## src/rtl/ram_ctrl_pkg.sv

```systemverilog
// Shared definitions for the RAM8 access controller: FSM state encodings and default widths.
package ram_ctrl_pkg;

    localparam int DATA_W_DEF = 16;
    localparam int ADDR_W_DEF = 3;

    typedef enum logic [1:0] {
        S_IDLE  = 2'd0,
        S_GRANT = 2'd1,
        S_DONE  = 2'd2
    } state_t;

endpackage

```

## src/rtl/ram8_access_ctrl_rr_arb2.sv

```systemverilog
// Combinational 2-way arbiter. Round-robin on ties by default;
// ARB_FIXED_PRIORITY_EN makes port 0 win every tie.
module rr_arb2 (
    input  logic req0,
    input  logic req1,
    input  logic last,
    output logic any,
    output logic win
);

    always_comb begin
        any = req0 | req1;
`ifdef ARB_FIXED_PRIORITY_EN
        win = ~req0 & req1;
`else
        // On a tie the port that was not served last wins.
        win = (req0 & req1) ? ~last : req1;
`endif
    end

endmodule

```

## src/rtl/ram8_access_ctrl.sv

```systemverilog
// Two-requester REQ/ACK front end for a single RAM8; fixed IDLE->GRANT->DONE sequence per op.
// Tie-break policy selected by ARB_FIXED_PRIORITY_EN (undefined: round-robin).
module ram8_access_ctrl
    import ram_ctrl_pkg::*;
#(
    parameter int DATA_W = DATA_W_DEF,
    parameter int ADDR_W = ADDR_W_DEF
) (
    input  logic              clk,
    input  logic              rst_n,
    input  logic              req0,
    input  logic              req1,
    input  logic              we0,
    input  logic              we1,
    input  logic [ADDR_W-1:0] addr0,
    input  logic [ADDR_W-1:0] addr1,
    input  logic [DATA_W-1:0] wdata0,
    input  logic [DATA_W-1:0] wdata1,
    output logic              ack0,
    output logic              ack1,
    output logic [DATA_W-1:0] rdata0,
    output logic [DATA_W-1:0] rdata1,
    output logic              busy,
    output logic [ADDR_W-1:0] ram_address,
    output logic [DATA_W-1:0] ram_in,
    output logic              ram_load,
    input  logic [DATA_W-1:0] ram_out
);

    state_t state;
    logic   last;
    logic   lat_port;
    logic   lat_we;
    logic   arb_any;
    logic   arb_win;

    rr_arb2 u_arb (
        .req0 (req0),
        .req1 (req1),
        .last (last),
        .any  (arb_any),
        .win  (arb_win)
    );

    // ram_address/ram_in double as the latched address/data: loaded once in IDLE
    // and held afterwards, so the RAM bus never changes outside a grant.
    always_ff @(posedge clk or negedge rst_n) begin
        if (!rst_n) begin
            state       <= S_IDLE;
            last        <= 1'b1;
            lat_port    <= 1'b0;
            lat_we      <= 1'b0;
            ack0        <= 1'b0;
            ack1        <= 1'b0;
            rdata0      <= '0;
            rdata1      <= '0;
            busy        <= 1'b0;
            ram_address <= '0;
            ram_in      <= '0;
            ram_load    <= 1'b0;
        end else begin
            case (state)
                S_IDLE: begin
                    ack0     <= 1'b0;
                    ack1     <= 1'b0;
                    ram_load <= 1'b0;
                    if (arb_any) begin
                        lat_port    <= arb_win;
                        lat_we      <= arb_win ? we1 : we0;
                        ram_address <= arb_win ? addr1 : addr0;
                        ram_in      <= arb_win ? wdata1 : wdata0;
                        ram_load    <= arb_win ? we1 : we0;
                        last        <= arb_win;
                        busy        <= 1'b1;
                        state       <= S_GRANT;
                    end
                end
                S_GRANT: begin
                    ram_load <= 1'b0;
                    if (!lat_we) begin
                        if (lat_port) rdata1 <= ram_out;
                        else          rdata0 <= ram_out;
                    end
                    ack0  <= ~lat_port;
                    ack1  <= lat_port;
                    state <= S_DONE;
                end
                S_DONE: begin
                    ack0  <= 1'b0;
                    ack1  <= 1'b0;
                    busy  <= 1'b0;
                    state <= S_IDLE;
                end
                default: begin
                    ack0     <= 1'b0;
                    ack1     <= 1'b0;
                    busy     <= 1'b0;
                    ram_load <= 1'b0;
                    state    <= S_IDLE;
                end
            endcase
        end
    end

endmodule

```

## config.mk

```make
export PLATFORM = sky130hd
export DESIGN_NAME = ram8_access_ctrl
export DESIGN_NICKNAME = d
export VERILOG_FILES = /design/src/rtl/ram_ctrl_pkg.sv /design/src/rtl/ram8_access_ctrl_rr_arb2.sv /design/src/rtl/ram8_access_ctrl.sv
export SDC_FILE = /design/constraint.sdc
export NUM_CORES = 1
export LEC_CHECK = 0
export CORE_AREA = 2 2 95 97
export DETAILED_ROUTE_END_ITERATION = 16
export DIE_AREA = 0 0 97 99
export GPL_TIMING_DRIVEN = 0
export MAX_ROUTING_LAYER = met4
export SLEW_MARGIN = 20
export SYNTH_ARGS = -nofsm -noshare
export SYNTH_HDL_FRONTEND = slang
export SYNTH_SLANG_ARGS = --single-unit
```

## constraint.sdc

```tcl
create_clock -name clk -period 2 [get_ports clk]
set_clock_uncertainty 0.1 [all_clocks]
set_input_delay 0.2 -clock clk [delete_from_list [all_inputs] [get_ports clk]]
set_output_delay 0.2 -clock clk [all_outputs]
set_load 0.02 [all_outputs]
```

==> run metrics, run 1 <==
synthesized area per cell=16.0 um^2; Yosys Warn Count=0; RSZ-0062 raised after global routing=false; Synth Flop Type=dfrtp_1; max cap viols=0; most frequent cells in the layout=clkdlybuf4s50_1 (113), dfrtp_1 (59), mux2_2 (42); Synthesized Nets=218; initial antenna violation count=0; Via Count=1730; EDFF count, synth=0; core area=0.00855 mm^2; FP Rows=34; post-route cell area=0.00408 mm^2; GR Util met2=0.186; total iterations of the first detailed-routing run=4; GRT overflow=0; Die W=97 um; initial core utilization=0.296; P per Cell Area=1600 mW/mm^2; maximum clock rate=567 MHz; critical path class=reg -> reg; FFs w/ async S/R, synth=1.00; # setup viols final=0; fill cell count=796; largest family of logic cells by synthesized area=multiplexers; Seq cells post-synth=60; drt initial violations=13; Post-Route WL=5510 um; Die Y=99 um; commonest non-fill, non-tap cell in the layout=clkdlybuf4s50_1; CP Launch Type=flop; first-pass GRT wire length=8910 um; area leader, netlist=dfrtp_1; routed len/inst=13.7 um; Mapped Cells=158; IO buf count=114; share of the synthesized area in the top cell type=0.584; Max Slew Vio Count=0; later-pin clock latency in the skew report=0.32 ns; busiest layer in global routing=met2; sequential area share after synthesis=0.595; met1 usage=0.151; CTS sink count=60; compound-cell area share of the yosys netlist=0.0178; CTS tree=built; Max VDD drop=679 uV; worst slew pin tran=0.502 ns; Post-Synth Adder-Cell Area=0; Synth area leaders=dfrtp_1 (58%), mux2_2 (19%), mux2_1 (8.0%); mux contribution to synthesized area=0.335; WHS=0.162 ns; Post-Syn Area=0.00253 mm^2; clk buf depth=2; simple-gate share of the synthesized area=0.0223; Post-DRT Antenna Nets=0; status=finished, final reports clean; number of global-route vias before repair=1773; Die ar.=0.00960 mm^2; WP data required=2.11 ns; Post-Synth XOR/XNOR Area=0; crit path max fanout=10; I/O pin count=115; dpl hpwl=4060 um; CTS clk-pin slew, worst paths=0.07 ns; grt met3 use=0.0426; Clock Tree Root=clkbuf_8; min Tclk post-route=1.76 ns; CTS Buf Count=9; Hold Path Class=in -> async; Vias/cell=4.30; Cell Area, Placed=0.00383 mm^2; final hold vios=0; drt drc=0; Leakage=1.73 nW; Critical Path AT=1.87 ns; largest net degree at the start of global routing=50; layout cell share with drive strength beyond 1=0.279; Multi-input gate area=947 um^2; fin crit share=0.882; post-route setup TNS=0 ns; Ant. Diodes=0; CTS H-tree lvls=3; Worst setup EP type=flop; storage element area=0.00150 mm^2; Synth-to-Final Area Change=61.2%; synth unique cells=24; # nets final=349; Routability Congestion=0.669; GRT Resource Usage Total=0.121; Worst slew margin=0.663
==> Yosys cell counts, types with 2 or more instances <==
cell type / count
mux2i_1: 2
inv_1: 4
mux2_4: 10
buf_6: 4
mux2_2: 42
buf_2: 2
nor2_1: 2
mux2_1: 18
dfrtp_1: 59
==> final timing paths <==
path | start | end | slack, ns | cells past startpoint
setup / recovery | state[1] | rdata0[6] | 0.24 | 4
hold / removal | rst_n | ram_in[12] | 0.16 | 2
setup reg to reg | state[1] | rdata0[6] | 0.24 | 4
hold reg to reg | rdata1[8] | rdata1[8] | 0.41 | 1
max in group asynchronous | rst_n | last | 1.12 | 3
min in group clk | req0 | last | 0.39 | 2
==> stage by stage <==
| step | worst slack [ns] | instances | total power [mW] | utilization |
|---|---|---|---|---|
| floorplan | 0.382 | 158 | 3.94 | - |
| global placement | -1.42 | 380 | 5.42 | 0.445 |
| detailed placement | -0.0494 | 381 | 5.46 | 0.448 |
| CTS | 0.0681 | 398 | 6.62 | 0.473 |
| global route | 0.0867 | 402 | 6.92 | 0.477 |
| finish | 0.236 | 402 | 6.54 | 0.477 |
==> repair_timing <==
action | CTS | global route
hold buffers | 1 | 0
hold endpoints to repair | 59 | 0
setup buffers | 0 | 4
resized for setup | 0 | 0
setup endpoints to repair | 0 | 2
==> layout make-up <==
type                            instances  share of cell area
Buffer                                  7              0.0154
Clock buffer                           15              0.0433
Clock inverter                          1             0.00737
Inverter                                4             0.00368
Multi-Input combinational cell         87               0.232
Sequential cell                        60               0.369
Tap cell                              108              0.0332
Timing Repair Buffer                  120               0.296
==> report_power, final <==
group / switching [mW] / internal [mW]
registers: 0.326 / 1.84
clock network: 0.444 / 0.681
logic: 1.41 / 1.84
total: 2.18 / 4.36
==> cells by family (layout without fill, tap and decap cells) <==
kind of cell	count (synthesis)	in the layout
AND/OR/NAND/NOR	8	8
buffers and inverters	11	147
flip-flops	60	60
multiplexers	72	72
AO/OA/AOI/OAI	7	7
==> critical path, cell delays in order (launching register included) <==
cell and delay (ns):
dfrtp_1 0.43, nand2b_1 0.23, nor3_4 0.29, buf_4 0.25, mux2_2 0.35
==> flip-flops by register name (all words and copies together) (netlist names) <==
| register | flops |
|---|---|
| busy | 1 |
| rdata0 | 16 |
| last | 1 |
| ram_address | 3 |
| ack0 | 1 |
| state | 2 |
| ack1 | 1 |
| lat_port | 1 |
| rdata1 | 16 |
| lat_we | 1 |
| ram_load | 1 |
| ram_in | 16 |
==> metal layers <==
layer / routed length [um] / share of wire
met5: 0 / 0
met1: 2490 / 0.45
met3: 264 / 0.048
met4: 72 / 0.013
met2: 2680 / 0.49
No activity file was read; power rests on OpenSTA's default activity.
==> run 2, diff against run 1 <==
SETUP_SLACK_MARGIN = 0.3   (was default)
==> run 2 against run 1 <==
Compared with the run above:
- cell area is 1.4% higher
- fmax up 5.9%
- final cell count is 0.25% higher
- critical endpoint is now ram_in[9]
- highest routed layer unchanged
==> run metrics, run 2 (synthesis results as in run 1) <==
Via Count=1738 (+0.46%); Die W=97 um (unchanged); CTS Buf Count=9 (unchanged); number of global-route vias before repair=1807 (+1.9%); Max Slew Vio Count=0 (unchanged); initial core utilization=0.296 (unchanged); Synth-to-Final Area Change=63.6%; RSZ-0062 raised after global routing=true; routed wl met3=267 um (+1.1%); FP Rows=34 (unchanged); GRT overflow=0 (unchanged); slowest cell delay on critical path=0.55 ns (+0.12 ns); met2 routed WL=2740 um (+2.4%); commonest non-fill, non-tap cell in the layout=clkdlybuf4s50_1; maximum clock rate=600 MHz (+5.9%); Post-DRT Antenna Nets=0 (unchanged); Hold Path Class=in -> async; most frequent cells in the layout=clkdlybuf4s50_1 (113), dfrtp_1 (58), mux2_2 (42); CP Launch Type=flop; Largest regs=ram_in: 16 flops, rdata0: 16 flops, rdata1: 16 flops; total iterations of the first detailed-routing run=2 (-2); min Tclk post-route=1.67 ns (-0.0977 ns); max cap viols=0 (unchanged); top sig layer=met4; Max VDD drop=684 uV (+0.65%); Ant. Diodes=0 (unchanged); Critical Path AT=1.77 ns (-0.10 ns); worst slew pin tran=0.324 ns (-0.178 ns); later-pin clock latency in the skew report=0.32 ns (about the same); Leakage=1.75 nW (+1.1%); I/O pin count=115 (unchanged); Die Y=99 um (unchanged); post-layout util=0.483 (+0.00688); status=finished, final reports clean; Clock Tree Root=clkbuf_8; Worst slew margin=0.784 (+0.121); wl on met1=2570 um (+3.1%); critical path class=reg -> reg; # nets final=350 (+0.29%); drt drc=0 (unchanged); crit path max fanout=10 (unchanged); Crit-path slowest cell=dfstp_2; CTS tree=built; CTS clk-pin slew, worst paths=0.07 ns (about the same); # setup viols final=0 (unchanged); clk buf depth=2 (unchanged); IO buf count=114 (unchanged); fin crit share=0.833 (-0.0488); Vias/cell=4.31 (+0.21%); drt initial violations=15 (+2); CTS sink count=60 (unchanged); Worst setup EP type=flop; P per Cell Area=1600 mW/mm^2 (about the same); Routability Congestion=0.669 (unchanged); routed len/inst=14.0 um (+2.3%); Post-Route WL=5650 um (+2.6%); largest net degree at the start of global routing=50 (unchanged); WHS=0.162 ns (-0.0000550 ns); final hold vios=0 (unchanged); Die ar.=0.00960 mm^2 (unchanged); WP data required=2.10 ns (about the same); cells along the critical path=a21bo_4 > buf_8 > mux2_1 > mux2_2; CTS H-tree lvls=3 (unchanged); dpl hpwl=4060 um (unchanged); core area=0.00855 mm^2 (unchanged); GRT Resource Usage Total=0.124 (+0.00373); first-pass GRT wire length=9170 um (+2.9%); initial antenna violation count=0 (unchanged); layout cell share with drive strength beyond 1=0.292 (+0.0126)
## run 2: cell types whose count changed in the layout (fill, tap and decap cells not counted), sizes merged
| cell | before | now |
|---|---|---|
| buf | 13 | 14 |
## run 2: repair_timing
item                                    in CTS  in global routing
endpoints found under the setup margin      26                 44
gates resized for setup                     10                  4
buffers inserted                             3                  1
pin swaps                                    1                  1
hold endpoints to repair                    59                  0
cloned                                       1                  0
hold buffers                                 1                  0
## run 2: area by class of cell
type	count	area (um^2)
Fill cell	790	4420
Tap cell	108	135
Multi-Input combinational cell	87	965
Clock buffer	15	176
Inverter	4	15.0
Buffer	7	87.6
Clock inverter	1	30.0
Sequential cell	60	1500
Timing Repair Buffer	121	1220
## run 2: through the flow
| step | instance area, um^2 | setup slack [ns] | total power, mW | TNS (ns) | cells |
|---|---|---|---|---|---|
| after floorplan | 2530 | 0.382 | 3.94 | 0 | 158 |
| after global placement | 3800 | -1.42 | 5.42 | -84.73 | 380 |
| after detailed placement | 3830 | -0.0494 | 5.46 | -0.612 | 381 |
| after CTS | 4110 | 0.292 | 6.72 | 0 | 402 |
| after global routing | 4130 | 0.284 | 7.01 | 0 | 403 |
| final | 4130 | 0.334 | 6.63 | 0 | 403 |
## run 2: final timing paths
check / startpoint / slack (ns) / to / cells past startpoint
max: last / 0.33 / ram_in[9] / 4
min in group clk: rdata1[8] / 0.40 / rdata1[8] / 1
max in group asynchronous: rst_n / 1.11 / last / 3
max reg2reg: last / 0.33 / ram_in[9] / 4
min: rst_n / 0.16 / ram_in[12] / 2
min reg2reg: rdata1[8] / 0.40 / rdata1[8] / 1
## run 2: power breakdown
| group | internal, mW | switching, mW |
|---|---|---|
| clock | 0.681 | 0.442 |
| combinational | 1.90 | 1.44 |
| sequential | 1.84 | 0.328 |
## run 2: critical path: cells and delay by family (launching register included)
kind	cells	cell delay [ns]
muxes	2	0.60
AOI/OAI and AO/OA	1	0.15
DFF	1	0.55
buffers and inverters	1	0.14
## run 2: routing by layer
| metal | vias to the layer above | track usage |
|---|---|---|
| met5 | - | - |
| met4 | 0 | 0.0358 |
| met3 | 5 | 0.0404 |
| met2 | 52 | 0.191 |
| met1 | 859 | 0.158 |
| li1 | 822 | - |
